<file path="config.mk">
export PLATFORM = sky130hd
export DESIGN_NAME = multi_div
export DESIGN_NICKNAME = d
export VERILOG_FILES = /design/src/rtl/multi_div.sv
export SDC_FILE = /design/constraint.sdc
export NUM_CORES = 1
export LEC_CHECK = 0
export CORE_MARGIN = 2
export CORE_UTILIZATION = 55
export DETAILED_ROUTE_END_ITERATION = 7
export PLACE_DENSITY = 0.83
export SLEW_MARGIN = 20
export SYNTH_ARGS = -nofsm -noshare
export SYNTH_HDL_FRONTEND = slang
export SYNTH_SLANG_ARGS = --single-unit
</file>
<file path="constraint.sdc">
create_clock -name clk -period 3.1 [get_ports clk]
set_input_delay 0.465 -clock clk [delete_from_list [all_inputs] [get_ports clk]]
set_output_delay 0.465 -clock clk [all_outputs]
set_load 0.05 [all_outputs]
</file>
<file path="src/rtl/multi_div.sv">
// 8-bit by 4-bit unsigned restoring divider, one quotient bit per clock.
// Define MULTI_DIV_ZERO_CHECK_EN to finish a divide-by-zero one edge after start, with dz set.
module multi_div (
    input  logic       clk,
    input  logic       rst,
    input  logic       start,
    input  logic [7:0] dividend,
    input  logic [3:0] divisor,
    output logic [7:0] quotient,
    output logic [3:0] remainder,
    output logic       busy,
    output logic       done,
    output logic       dz
);

    typedef enum logic {IDLE, BUSY} state_t;

    state_t     state;
    state_t     state_next;
    logic [7:0] dvd;
    logic [3:0] dvs;
    logic [3:0] rem;
    logic [6:0] qacc;
    logic [2:0] count;
    logic [4:0] shifted;
    logic [3:0] rem_next;
    logic       fit;
    logic       zero_skip;
    logic       last;

    // The stored remainder is always below the divisor, so its low four bits after
    // subtraction are exact; only the 5-bit shifted value needs the compare.
    always_comb begin
        shifted  = {rem, dvd[7]};
        fit      = (shifted >= {1'b0, dvs});
        rem_next = fit ? (shifted[3:0] - dvs) : shifted[3:0];
`ifdef MULTI_DIV_ZERO_CHECK_EN
        zero_skip = (dvs == 4'h0);
`else
        zero_skip = 1'b0;
`endif
        last = (count == 3'd7) || zero_skip;
    end

    always_ff @(posedge clk) begin
        if (rst) state <= IDLE;
        else     state <= state_next;
    end

    always_comb begin
        state_next = state;
        case (state)
            IDLE:    if (start) state_next = BUSY;
            BUSY:    if (last)  state_next = IDLE;
            default: state_next = IDLE;
        endcase
    end

    assign busy = (state == BUSY);

`ifdef MULTI_DIV_ZERO_CHECK_EN
    logic dz_q;
    assign dz = dz_q;
`else
    assign dz = 1'b0;
`endif

    always_ff @(posedge clk) begin
        if (rst) begin
            dvd       <= '0;
            dvs       <= '0;
            rem       <= '0;
            qacc      <= '0;
            count     <= '0;
            quotient  <= '0;
            remainder <= '0;
            done      <= 1'b0;
`ifdef MULTI_DIV_ZERO_CHECK_EN
            dz_q      <= 1'b0;
`endif
        end else begin
            done <= 1'b0;
            case (state)
                IDLE: begin
                    if (start) begin
                        dvd   <= dividend;
                        dvs   <= divisor;
                        rem   <= '0;
                        qacc  <= '0;
                        count <= '0;
                    end
                end
                BUSY: begin
                    dvd   <= {dvd[6:0], 1'b0};
                    rem   <= rem_next;
                    qacc  <= {qacc[5:0], fit};
                    count <= count + 3'd1;
                    // Early zero exit still sees the untouched dividend in dvd.
                    if (last) begin
                        done      <= 1'b1;
                        quotient  <= zero_skip ? 8'hFF : {qacc, fit};
                        remainder <= zero_skip ? dvd[3:0] : rem_next;
`ifdef MULTI_DIV_ZERO_CHECK_EN
                        dz_q      <= zero_skip;
`endif
                    end
                end
                default: ;
            endcase
        end
    end

endmodule

</file>
==> impl_metrics.yaml <==
flow_run:
  maxCapViolations: 0
min_path:
  min_path_type: "register to register"
  worstHoldStart: "remainder[3]$_SDFFE_PP0P_"
  holdPathEnd: "remainder[3]$_SDFFE_PP0P_"
  holdPathStages: 2
timing:
  whs_ps: 461
  slew_viol_final: 0
  finalSetupTns_ps: 0
  fin_skew_ps: 10.6
  hold_violations: 0
  finalCriticalPeriod_ps: 2030
  setup_viol: 0
  fmax_ghz: 0.492
  slew_headroom: 0.667
  period_share: 0.655
  tightest_slew_ps: 496
  rsz0062_at_grt: "no"
floorplan:
  die_area_sq_um: 3520
  io_pins: 30
  coreArea_sq_um: 2980
  die_x_um: 59.3
  rows: 20
  initial_core_util: 0.565
  fp.dieH_um: 59.3
pwr:
  report.power.total_mw: 1.02
  irDropWorstVdd_v: 0.000329
  p_per_area_nw_per_um2: 497
  leakagePower_nw: 0.825
clock_network:
  postCtsSetupRepairBufs: 0
  cts_resized: 0
  clock_path_buffers: 2
  root_buffer: "clkbuf_4"
  numCtsBuffers: 5
  tritoncts: "yes"
  holdBufCountCts: 0
  htree_levels: 2
  clk_pin_slew_worst_paths_ps: 110
  cts_sinks: 40
  clk-insertion-delay-late_ps: 340
cells_and_area:
  drive_gt1_frac: 0.0900
  nets: 232
  final_area_sq_um: 2060
  num_antenna_cells: 0
  synthToLayoutAreaGrowth_pct: 22.5
yosys:
  synth_nets: 205
  async_flop_share: 0
  synth_seq_cells: 40
  synth-edff-count: 0
  yosys_warnings: 0
  netlist_instances: 183
  yosysSeqAreaShare: 0.476
  synth_ff_type: "dfxtp_1"
  ys_types: 33
  syn_avg_cell_area_sq_um: 9.19
  syn_area_sq_um: 1680
worst_setup_path:
  worstReg2RegStart: "dvd[7]$_SDFFE_PP0P_"
  cp-end-kind: "register"
  crit_path_start_kind: "register"
  reg2reg_slack_ps: 1070
  cp.arrival_ps: 2320
  cp_max_fo: 6
  rr_worst_depth: 7
  crit_required_ps: 3390
  worstSetupPathType: "register to register"
  regToRegEndpoint: "rem[0]$_SDFFE_PP0P_"
global_routing:
  track_usage: 0.190
  grt_pass1_wl_um: 5020
  grt_start_max_net_pins: 41
  grt_pass1_vias: 1199
  grt.overflow.total: 0
  antenna_found_initial: 0
route:
  wl_um: 3050
  routed_via_density: 5.36
  final_antenna_net_count: 0
  vias: 1309
  drt_iter0_drc: 17
  wl_per_cell_um: 12.5
  drc: 0
  first_pass_iters: 4
placed_design:
  hpwl_um: 2290
  io_buffers: 28
  gp_congestion: 0.747
  dpl-instance-area_sq_um: 1980
run_status:
  status: "finished clean"
[logic make-up (layout without fill, tap and decap cells)]
group,count (synthesis),after routing,synth area share
adders and majority gates,7,7,0.0565
muxes,13,13,0.0804
buffers and inverters,19,47,0.0454
xor gates and xnor gates,2,2,0.0104
and+or+nand+nor,59,59,0.161
other,1,1,0.00223
DFF,40,40,0.476
AOI/OAI and AO/OA,42,42,0.167
[final cells by class]
type	instances	area, sq um
clock inverters	2	35.0
clock buffers	6	41.3
inverters	7	26.3
multi-input cells	124	805
repair buffers	32	310
fillers	238	918
flip-flops and latches	40	801
well taps	33	41.3
[power by group]
| part | switching, mW | internal (mW) |
|---|---|---|
| combinational | 0.0818 | 0.0731 |
| sequential | 0.0105 | 0.530 |
| clock | 0.159 | 0.169 |
[metal layers]
| metal | vias up | global-route usage | share of wire |
|---|---|---|---|
| met3 | 6 | 0.0393 | 0.044 |
| met2 | 29 | 0.323 | 0.49 |
| li1 | 676 | - | - |
| met1 | 598 | 0.228 | 0.46 |
| met4 | 0 | 0.0877 | 0.0075 |
| met5 | - | 0 | 0 |
[flip-flops by register name, indices dropped and copies added, names as in the netlist]
register and count:
done 1, dvs 4, count 3, remainder 4
dvd 8, rem 4, qacc 7, busy 1
quotient 8
[critical path: stages, from the launching register on]
cell,delay [ps]
dfxtp_1,340
inv_1,50
ha_1,290
nand2b_1,150
a211o_1,330
a211o_4,390
mux2_4,320
o21ai_2,110
[cells in the mapped netlist, types with 2 or more instances]
master    count  area share
a22o_1        7       0.036
xor2_1        2       0.010
nor2b_1       2      0.0074
o21ai_0       4       0.012
nor2_1       33       0.074
o21ai_2       3       0.016
nand2b_1      2      0.0074
dfxtp_1      40        0.48
ha_1          6       0.045
a21oi_1      20       0.060
nor3_1        2      0.0060
clkbuf_1      6       0.013
nand2_1       9       0.020
inv_1         6       0.013
nor3b_1       9       0.040
buf_1         4      0.0089
mux2i_1      12       0.071
[placed cells by master (no fill, tap or decap)]
cell             synthesis  layout
a21o_1                   1       1
or2_2                    1       1
mux2i_1                 12      12
ha_1                     6       6
clkinv_2                 0       1
a22o_1                   7       7
o21a_1                   1       1
o21ai_1                  1       1
buf_4                    1       4
fa_1                     1       1
inv_1                    6       6
mux2_4                   1       1
o21ai_2                  3       3
a22o_2                   1       1
clkbuf_1                 6       1
conb_1                   1       1
nor3_1                   2       2
clkbuf_4                 0       5
xor2_1                   2       2
clkinv_1                 1       1
nand2_1                  9       9
nand3_1                  1       1
clkdlybuf4s50_1          0      28
nand2b_1                 2       2
o21ai_0                  4       4
nor2_1                  33      33
a211o_1                  1       1
nor2b_1                  2       2
a21oi_1                 20      20
bufinv_16                0       1
nor3b_1                  9       9
a31oi_1                  1       1
dfxtp_1                 40      40
o221a_2                  1       1
a211o_4                  1       1
[through the flow]
stage           util  setup slack (ps)  instances
6_report       0.692              1070        244
5_1_grt        0.692               948        244
4_1_cts        0.692              1050        244
3_5_place_dp   0.666              1080        236
3_3_place_gp   0.666              1120        236
2_1_floorplan      -              1180        183
[how the worst max path moves through the flow]
stage	from	to	slack, ps	cells after the start
after CTS	dvd[7]$_SDFFE_PP0P_	rem[0]$_SDFFE_PP0P_	1050	7
after floorplan	dvd[7]$_SDFFE_PP0P_	rem[0]$_SDFFE_PP0P_	1180	7
final	dvd[7]$_SDFFE_PP0P_	rem[0]$_SDFFE_PP0P_	1070	7
after detailed placement	dvd[7]$_SDFFE_PP0P_	rem[0]$_SDFFE_PP0P_	1080	7
after global routing	dvd[7]$_SDFFE_PP0P_	rem[0]$_SDFFE_PP0P_	950	7
after global placement	dvd[7]$_SDFFE_PP0P_	rem[0]$_SDFFE_PP0P_	1120	7
Power figures use the tool's default switching activity.
